## config.mk

```make
export PLATFORM = sky130hd
export DESIGN_NAME = xbar_alloc
export DESIGN_NICKNAME = d
export VERILOG_FILES = /design/src/rtl/noc_xbar_pkg.sv /design/src/rtl/xbar_route_calc.sv /design/src/rtl/xbar_alloc.sv
export SDC_FILE = /design/constraint.sdc
export NUM_CORES = 1
export LEC_CHECK = 0
export BUFFER_PORTS_ARGS = -buffer_cell sky130_fd_sc_hd__buf_4
export CORE_AREA = 2 2 81 83
export DETAILED_ROUTE_END_ITERATION = 7
export DIE_AREA = 0 0 83 85
export GPL_TIMING_DRIVEN = 1
export MAX_ROUTING_LAYER = met4
export PLACE_DENSITY = 0.62
export RECOVER_POWER = 50
export SLEW_MARGIN = 20
export SYNTH_ARGS = -nofsm -noshare
export SYNTH_HDL_FRONTEND = slang
export SYNTH_HIERARCHICAL = 1
export SYNTH_SLANG_ARGS = --single-unit
```

## constraint.sdc

```tcl
create_clock -name clk -period 2.5 [get_ports clk]
set_clock_uncertainty 0.05 [all_clocks]
set_input_delay 0.125 -clock clk [delete_from_list [all_inputs] [get_ports clk]]
set_output_delay 0.125 -clock clk [all_outputs]
set_load 0.02 [all_outputs]
```

## src/rtl/noc_xbar_pkg.sv

```systemverilog
// rtl/noc_xbar_pkg.sv - shared constants, port id type and allocator state enum
package noc_xbar_pkg;

  localparam int NPORTS = 4;
  localparam int NSEL   = 6;

  typedef logic [1:0] port_id_t;

  typedef enum logic [1:0] {
    XA_IDLE = 2'd0,
    XA_CFG  = 2'd1,
    XA_XFER = 2'd2
  } xa_state_t;

endpackage

```

## src/rtl/xbar_route_calc.sv

```systemverilog
// rtl/xbar_route_calc.sv - maps a complete 4-port permutation to the six 2x2 switch selects
module xbar_route_calc
  import noc_xbar_pkg::*;
(
  input  port_id_t [NPORTS-1:0] perm,
  output logic     [NSEL-1:0]   sel0
);

  logic     g0, g1, g2;
  logic     swap23;
  port_id_t upper_b;
  logic     unused_bits;

  assign g0 = perm[0][1];
  assign g1 = perm[1][1];
  assign g2 = perm[2][1];

  // Input 2 must move to the lower middle switch when it shares input 0's output group.
  assign swap23  = (g0 != g1) & (g2 == g0);
  assign upper_b = swap23 ? perm[3] : perm[2];

  assign sel0 = {
    g0 ? perm[0][0] : upper_b[0],
    g1,
    swap23,
    g0 ? upper_b[0] : perm[0][0],
    g0,
    1'b0
  };

  assign unused_bits = ^{perm[1][0], upper_b[1]};

endmodule

```

## src/rtl/xbar_alloc.sv

```systemverilog
// rtl/xbar_alloc.sv - 4x4 crossbar connection allocator; optional watchdog under XBAR_ALLOC_TIMEOUT_EN
module xbar_alloc
  import noc_xbar_pkg::*;
#(
  parameter int TIMEOUT_CYCLES = 64
) (
  input  logic              clk,
  input  logic              rst,
  input  logic [NPORTS-1:0] req,
  input  logic [7:0]        dst,
  input  logic [NPORTS-1:0] tail,
  output logic [NPORTS-1:0] gnt,
  output logic [NSEL-1:0]   sel0,
  output logic              cfg_vld,
  output logic              timeout
);

  xa_state_t state, state_nx;

  port_id_t [NPORTS-1:0] dst_v;
  port_id_t [NPORTS-1:0] dst_r;
  port_id_t [NPORTS-1:0] rr_ptr, rr_ptr_nx;
  port_id_t [NPORTS-1:0] win_idx;
  port_id_t [NPORTS-1:0] perm;
  port_id_t              cand;
  logic     [NPORTS-1:0] hit;
  logic     [NPORTS-1:0] win;
  logic     [NPORTS-1:0] gnt_r, gnt_nx;
  logic     [NPORTS-1:0] taken;
  logic                  assigned;
  logic     [NSEL-1:0]   sel0_r, sel0_calc;
  logic                  wd_fire;

  assign dst_v = dst;

  if (TIMEOUT_CYCLES < 1) begin : g_bad_timeout
    $error("TIMEOUT_CYCLES must be at least 1");
  end

  // Per-output round robin: scanning k downward leaves the first candidate at or after rr_ptr.
  always_comb begin
    hit       = '0;
    win_idx   = '0;
    cand      = '0;
    win       = '0;
    rr_ptr_nx = rr_ptr;
    for (int o = 0; o < NPORTS; o++) begin
      for (int k = NPORTS - 1; k >= 0; k--) begin
        cand = rr_ptr[o] + port_id_t'(k);
        if (req[cand] && (dst_v[cand] == port_id_t'(o))) begin
          hit[o]     = 1'b1;
          win_idx[o] = cand;
        end
      end
      if (hit[o]) begin
        win[win_idx[o]] = 1'b1;
        rr_ptr_nx[o]    = win_idx[o] + 2'd1;
      end
    end
  end

  // Complete the permutation: idle inputs take the remaining outputs in ascending order.
  always_comb begin
    perm     = '0;
    taken    = '0;
    assigned = 1'b0;
    for (int i = 0; i < NPORTS; i++) begin
      if (gnt_r[i]) begin
        perm[i]           = dst_r[i];
        taken[dst_r[i]]   = 1'b1;
      end
    end
    for (int i = 0; i < NPORTS; i++) begin
      if (!gnt_r[i]) begin
        assigned = 1'b0;
        for (int o = 0; o < NPORTS; o++) begin
          if (!taken[o] && !assigned) begin
            perm[i]  = port_id_t'(o);
            taken[o] = 1'b1;
            assigned = 1'b1;
          end
        end
      end
    end
  end

  xbar_route_calc u_route (
    .perm (perm),
    .sel0 (sel0_calc)
  );

`ifdef XBAR_ALLOC_TIMEOUT_EN
  localparam int WD_W = (TIMEOUT_CYCLES > 1) ? $clog2(TIMEOUT_CYCLES) : 1;

  logic [WD_W-1:0] wd_cnt;
  logic            wd_last;
  logic            timeout_r;

  assign wd_last = (wd_cnt == WD_W'(TIMEOUT_CYCLES - 1));

  always_ff @(posedge clk) begin
    if (rst) begin
      wd_cnt    <= '0;
      timeout_r <= 1'b0;
    end else begin
      timeout_r <= wd_fire;
      if (state == XA_CFG) begin
        wd_cnt <= '0;
      end else if (state == XA_XFER) begin
        wd_cnt <= wd_cnt + 1'b1;
      end
    end
  end

  assign timeout = timeout_r;
`else
  assign timeout = 1'b0;
`endif

  always_comb begin
    state_nx = state;
    gnt_nx   = gnt_r;
    wd_fire  = 1'b0;
    case (state)
      XA_IDLE: begin
        if (req != '0) begin
          gnt_nx   = win;
          state_nx = XA_CFG;
        end
      end
      XA_CFG: begin
        state_nx = XA_XFER;
      end
      XA_XFER: begin
        gnt_nx = gnt_r & ~tail;
        if (gnt_nx == '0) begin
          state_nx = XA_IDLE;
        end
`ifdef XBAR_ALLOC_TIMEOUT_EN
        else if (wd_last) begin
          wd_fire  = 1'b1;
          gnt_nx   = '0;
          state_nx = XA_IDLE;
        end
`endif
      end
      default: begin
        gnt_nx   = '0;
        state_nx = XA_IDLE;
      end
    endcase
  end

  always_ff @(posedge clk) begin
    if (rst) begin
      state  <= XA_IDLE;
      gnt_r  <= '0;
      rr_ptr <= '0;
      dst_r  <= '0;
      sel0_r <= '0;
    end else begin
      state <= state_nx;
      gnt_r <= gnt_nx;
      if ((state == XA_IDLE) && (req != '0)) begin
        rr_ptr <= rr_ptr_nx;
        dst_r  <= dst_v;
      end
      if (state == XA_CFG) begin
        sel0_r <= sel0_calc;
      end
    end
  end

  assign gnt     = (state == XA_XFER) ? gnt_r : '0;
  assign cfg_vld = (state == XA_XFER);
  assign sel0    = sel0_r;

endmodule
```

==> results.md, run 1 <==
* FILL cells at 628
* Die Area at 7060 um^2
* Core ar. at 6200 um^2
* Yosys warning count at 6
* Clock slew at reported path FFs at 0.11 ns
* Post-Syn Instances at 324
* Unrepaired setup endpoints after global routing: yes
* Dpl hpwl at 4910 um
* All-Layer GR Usage at 0.191
* Critical Path AT at 2.67 ns
* Final wirelength at 6670 um
* Clock root cell: clkbuf_8
* CP max FO at 7
* CTS tree: done
* CTS buffer count at 3
* Int Pwr at 996 uW
* PD cells at 555 nW/um^2
* I/O pin count at 30
* H-tree lvl count at 1
* Vias per inst at 5.59
* Mapped Area at 2340 um^2
* Post-layout min period at 2.50 ns
* Share of power burned in registers at 0.333
* Finish-stage setup viols at 0
* Syn_nets at 358
* GR Overflow Total at 0
* Final ANT Viol Nets at 0
* Worst setup SP type: register
* Placed insts at 437
* Worst slew margin at 0.479
* Final hold violations at 0
* Site Rows at 29
* Antenna Cells at 0
* Critical setup path kind: register to register
* Vias in the first global route at 2411
* Sink Count at 28
* Peak VDD IR at approximately 0.00033 V
* WP data required at 2.67 ns
* Clock share of power at 0.183
* Slew Limit Fails at 0
* FMAX at 0.400 GHz
* Pre-antenna DRT Iters at 8
* Vias at 2469
* Layout Cells excl Fill at between 400 and 500
* Sw frac at 0.390
* Post-route DRC at 0
* Switching power at ~640 uW
* First-pass GRT wire length at 10900 um
* Layout cells sized above 1 at 0.244
* Worst-case clock buffer depth at 2
* Period utilisation layout at 1.00
* Max-cap viol count at 0
* Iter 0 DRT Violations at 130
* Die H at 85 um
* Layout area overhead at 25.5%
* Combinational share of power at 0.484
* # port buffers at 28
* Post-Route Utilization at 0.474
* Gpl congestion at 0.888
* Worst slew pin tran at 0.778 ns
* Hold Path Class: input pin to register
* Final nets at 400
* Skew-Pair Late Insertion Delay at around 0.28 ns
* Antenna violations before repair at 0
* Largest net degree at the start of global routing at 29
* Initial Util at 0.378
* Die width at 83 um
* Leak at 1.23 nW
* Status: completed
* Syn_area_per_cell at 7.24 um^2
* Endpoint type of the worst setup path: register
* WL/cell at between 15 and 20 um
==> routing by layer <==
layer | routed length, um | global-route usage
met3 | 308 | 0.0263
met1 | 2960 | 0.236
met2 | 3250 | 0.328
met5 | 0 | -
met4 | 143 | 0.0477
==> power by group through the flow <==
stage / registers, mW / logic (mW) / clock network [mW]
4_1_cts: 0.537 / 0.715 / 0.306
6_report: 0.544 / 0.791 / 0.298
5_1_grt: 0.552 / 0.864 / 0.326
3_3_place_gp: 0.545 / 0.683 / 0
2_1_floorplan: 0.550 / 0.481 / 0
3_5_place_dp: 0.547 / 0.695 / 0
==> per-stage QoR <==
| step | power, mW | hold slack [ns] | instance area [um^2] | TNS (ns) | setup slack, ns |
|---|---|---|---|---|---|
| after CTS | 1.56 | 0.0612 | 2840 | 0 | 0.0150 |
| after floorplan | 1.03 | 0.211 | 2340 | 0 | 0.128 |
| after detailed placement | 1.24 | 0.369 | 2760 | -0.389 | -0.226 |
| after global placement | 1.23 | 0.365 | 2760 | -0.116 | -0.0961 |
| final | 1.63 | 0.0594 | 2940 | 0 | 0.000801 |
| after global routing | 1.74 | 0.0738 | 2940 | -0.179 | -0.118 |
==> layout make-up <==
type | count | area [um^2] | share of cell area
Multi-Input combinational cell | 260 | 1750 | 0.595
Sequential cell | 28 | 573 | 0.195
Timing Repair Buffer | 57 | 405 | 0.138
Tap cell | 77 | 96.3 | 0.0328
Inverter | 16 | 60.1 | 0.0204
Clock buffer | 4 | 55.1 | 0.0187
==> worst max-delay path, stage by stage (launching register included) <==
cell and delay (ns):
dfxtp_4 0.39, buf_6 0.10, o32ai_4 0.07, nor3_4 0.37
maj3_2 0.27, nand2_2 0.06, or4_4 0.52, o311ai_4 0.10
nand4bb_1 0.19, o311ai_2 0.11, mux2i_1 0.10, nor2_1 0.09
==> what timing repair did <==
action / CTS / global route
hold buffers: 0 / 0
resized for setup: 5 / 34
gates cloned: 0 / 0
setup endpoints to repair: 2 / 5
pin swaps: 0 / 16
buffers inserted: 0 / 1
==> flip-flops by register name, indices dropped and copies added, names as in the netlist <==
register,flops
dst_r,8
rr_ptr,8
sel0,6
gnt_r,4
state,2
==> cell usage in the layout (no fill, tap or decap), types with 3 or more instances in the layout <==
master      n
buf_4      47
nand2_1    43
nor2_1     37
a21oi_1    21
dfxtp_1    20
ha_1       16
inv_1      14
nor3_1     11
mux2i_1     9
nand3_1     8
nor2b_1     8
clkbuf_1    8
nand2b_1    7
nand3b_1    7
nor3b_1     7
and2_1      7
dfxtp_2     7
o21ai_0     6
o22ai_1     5
a222oi_1    5
a211oi_1    4
o21a_1      4
clkbuf_8    4
or2_2       3
o31a_1      3
o211ai_1    3
nor2_2      3
a2111oi_2   3
==> final timing paths <==
| check | startpoint | to | slack [ns] | cells past startpoint |
|---|---|---|---|---|
| worst max register to register | dst_r[4]$_SDFFE_PP0P_ | sel0[5]$_SDFFE_PP0N_ | 0.0008 | 11 |
| worst min register to register | dst_r[0]$_SDFFE_PP0P_ | dst_r[0]$_SDFFE_PP0P_ | 0.44 | 2 |
| worst min-delay path | dst[2] | dst_r[2]$_SDFFE_PP0P_ | 0.06 | 3 |
| worst max-delay path | dst_r[4]$_SDFFE_PP0P_ | sel0[5]$_SDFFE_PP0N_ | 0.0008 | 11 |
Note: power is estimated with default switching activity, not from simulation.
==> inputs of run 2 (changes only) <==
- ABC_AREA: not set -> 1
- CORE_AREA: 2 2 81 83 -> 2 2 90 92
- DIE_AREA: 0 0 83 85 -> 0 0 92 94
- PLACE_DENSITY: 0.62 -> 0.61
==> run 2 against run 1 <==
Maximum frequency grew 11%. Power grew to 2.6 times the previous value. Wire length grew 19%. Highest routed layer unchanged. Critical path depth grew 3. Synthesized area grew 28%. Sequential share of layout area shrank 2.4 points. Critical path type unchanged. Non-clock buffer count shrank 24. Sequential power grew 41%. Synthesized cell count grew 65%.
==> results.md, run 2 <==
* First-pass GRT wire length at 13600 um (+25%)
* Max-cap viol count at 0 (unchanged)
* Gpl congestion at 0.880 (-0.95%)
* GR Overflow Total at 0 (unchanged)
* Reg2reg end: gnt_r[0]$_SDFFE_PP0P_
* WL/cell at 12.0 um (-20%)
* Most frequent cells in the layout: nand2_1, nor2_1, inv_1
* Syn_nets at 567 (+58%)
* Dpl hpwl at 6470 um (+32%)
* Sequential cell area at 561 um^2 (-2.2%)
* Hold Path Sink: state[1]$_SDFFE_PP0P_
* CP max FO at 12 (+5)
* Worst slew margin at 0.587 (+0.108)
* Die width at 92 um (+11%)
* Pre-antenna DRT Iters at 4 (-4)
* Critical setup path kind: register to register
* Initial Util at 0.395 (+0.0172)
* Post-route DRC at 0 (unchanged)
* H-tree lvl count at 1 (unchanged)
* Critical Path Max Stage Delay at 0.55 ns (+0.03 ns)
* Reg2Reg Depth at 14 (+3)
* Dpl ws at 0.315 ns (+0.541 ns)
* Endpoint type of the worst setup path: register
* Iter 0 DRT Violations at 161 (+24%)
* FMAX at 0.443 GHz (+11%)
* Unrepaired setup endpoints after global routing: no
* Antenna Cells at 0 (unchanged)
* Period utilisation layout at 0.903 (-0.0964)
* Clock root cell: clkbuf_8
* Setup Fix Bufs, Post-CTS at 0 (unchanged)
* WP data required at 2.63 ns (-0.04 ns)
* Worst slew pin tran at 0.614 ns (-0.164 ns)
* RR Startpoint: rr_ptr[6]$_SDFFE_PP0P_
* Final nets at 590 (+48%)
* Commonest non-fill, non-tap cell in the layout: nand2_1
* Cell mode on critical path: nand2_1
* Final ANT Viol Nets at 0 (unchanged)
* Peak VDD IR at 0.000662 V (+99%)
* Syn_area_per_cell at 5.64 um^2 (-22%)
* Post-Syn Instances at 533 (+65%)
* PD cells at 1300 nW/um^2 (+130%)
* Largest net degree at the start of global routing at 24 (-17%)
* Clock slew at reported path FFs at 0.11 ns (about the same)
* TNS Setup at 0 ns (unchanged)
* Hold path start: rst
* Vias at 3209 (+30%)
* Hold Path Class: input pin to register
* Multi-input logic area at 2080 um^2 (+18%)
* Worst setup SP type: register
* FF-to-FF setup slack at 0.24 ns (+0.24 ns)
* Finish-stage setup viols at 0 (unchanged)
* Layout area overhead at 9.45%
* CP Cell Sequence: inv_1 > nand3_1 > nand2_1 > nand3_1 > nand2_1 > a21oi_1 > o21ai_0 > nand2_1 > inv_2 > ha_1 > nand2_1 > nand2_1 > o21ai_1 > a21oi_1
* Slew Limit Fails at 0 (unchanged)
* CTS buffer count at 3 (unchanged)
* Post-layout min period at 2.26 ns (-0.241 ns)
* Hold path depth at 2 (-1)
* Final wirelength at 7900 um (+19%)
* Post_cts resized at 0 (-5)
* Vias in the first global route at 3039 (+26%)
* Yosys warning count at 6 (unchanged)
* Antenna violations before repair at 0 (unchanged)
* Skew-Pair Late Insertion Delay at 0.29 ns (about the same)
* Die Area at 8650 um^2 (+23%)
* Final hold violations at 0 (unchanged)
* Site Rows at 32 (+10%)
* All-Layer GR Usage at 0.198 (+0.00754)
* Leak at 1.69 nW (+37%)
* FILL cells at 853 (+36%)
* Layout cells sized above 1 at 0.135 (-0.109)
* Hold WS at 0.0370 ns (-0.0224 ns)
* Total power at 4.27 mW (+160%)
* CTS tree: done
* Vias per inst at 4.88 (-13%)
* Final WS setup at 0.242 ns (+0.241 ns)
* Critical Path AT at 2.39 ns (-0.28 ns)
* I/O pin count at 30 (unchanged)
* Mapped Area at 3010 um^2 (+28%)
* Die H at 94 um (+11%)
* # hold bufs at CTS at 0 (unchanged)
* Sink Count at 28 (unchanged)
* Core ar. at 7610 um^2 (+23%)
* Status: completed
* Worst-case clock buffer depth at 2 (unchanged)
* Crit-path slowest cell: dfxtp_1
* # port buffers at 28 (unchanged)
## run 2: worst max-delay path by stage
stage / start / end / slack (ns) / cells after the start
5_1_grt: rr_ptr[0]$_SDFFE_PP0P_ / gnt_r[0]$_SDFFE_PP0P_ / 0.005 / 15
2_1_floorplan: rr_ptr[2]$_SDFFE_PP0P_ / gnt_r[0]$_SDFFE_PP0P_ / 0.62 / 17
6_report: rr_ptr[6]$_SDFFE_PP0P_ / gnt_r[0]$_SDFFE_PP0P_ / 0.24 / 14
3_3_place_gp: rr_ptr[0]$_SDFFE_PP0P_ / gnt_r[0]$_SDFFE_PP0P_ / 0.36 / 16
4_1_cts: rr_ptr[4]$_SDFFE_PP0P_ / gnt_r[1]$_SDFFE_PP0P_ / 0.28 / 12
3_5_place_dp: rr_ptr[4]$_SDFFE_PP0P_ / gnt_r[1]$_SDFFE_PP0P_ / 0.32 / 12
## run 2: power breakdown
group / switching [mW] / total, mW / internal [mW]
sequential: 0.185 / 0.767 / 0.582
combinational: 2.06 / 3.13 / 1.07
clock: 0.158 / 0.373 / 0.215
total: 2.40 / 4.27 / 1.87
## run 2: routing by layer
layer	part of all wire	track usage	vias to the layer above	wire length, um
met1	0.49	0.249	1401	3860
met5	0	-	-	0
met3	0.036	0.0201	12	286
met4	0.012	0.0473	0	95
met2	0.46	0.344	67	3660
li1	-	-	1729	-
## run 2: worst max-delay path, delay by kind of cell (launching register included)
kind | cells | cell delay, ns
AOI/OAI and AO/OA | 4 | 0.46
adders and majority gates | 1 | 0.18
buffers and inverters | 2 | 0.27
DFF | 1 | 0.55
and+or+nand+nor | 7 | 0.65
## run 2: per-stage QoR
step	util	std cells	instance area [um^2]
6_report	0.432	657	3290
5_1_grt	0.432	657	3290
4_1_cts	0.438	657	3330
3_5_place_dp	0.428	653	3260
3_3_place_gp	0.428	653	3260
2_1_floorplan	-	533	3010
## run 2: final cells by class
type                    instances  area share
repair buffers                 33      0.0628
flip-flops and latches         28       0.170
multi-input cells             424       0.631
clock buffers                   3      0.0126
well taps                     102      0.0388
clock inverters                 1     0.00913
inverters                      66      0.0753
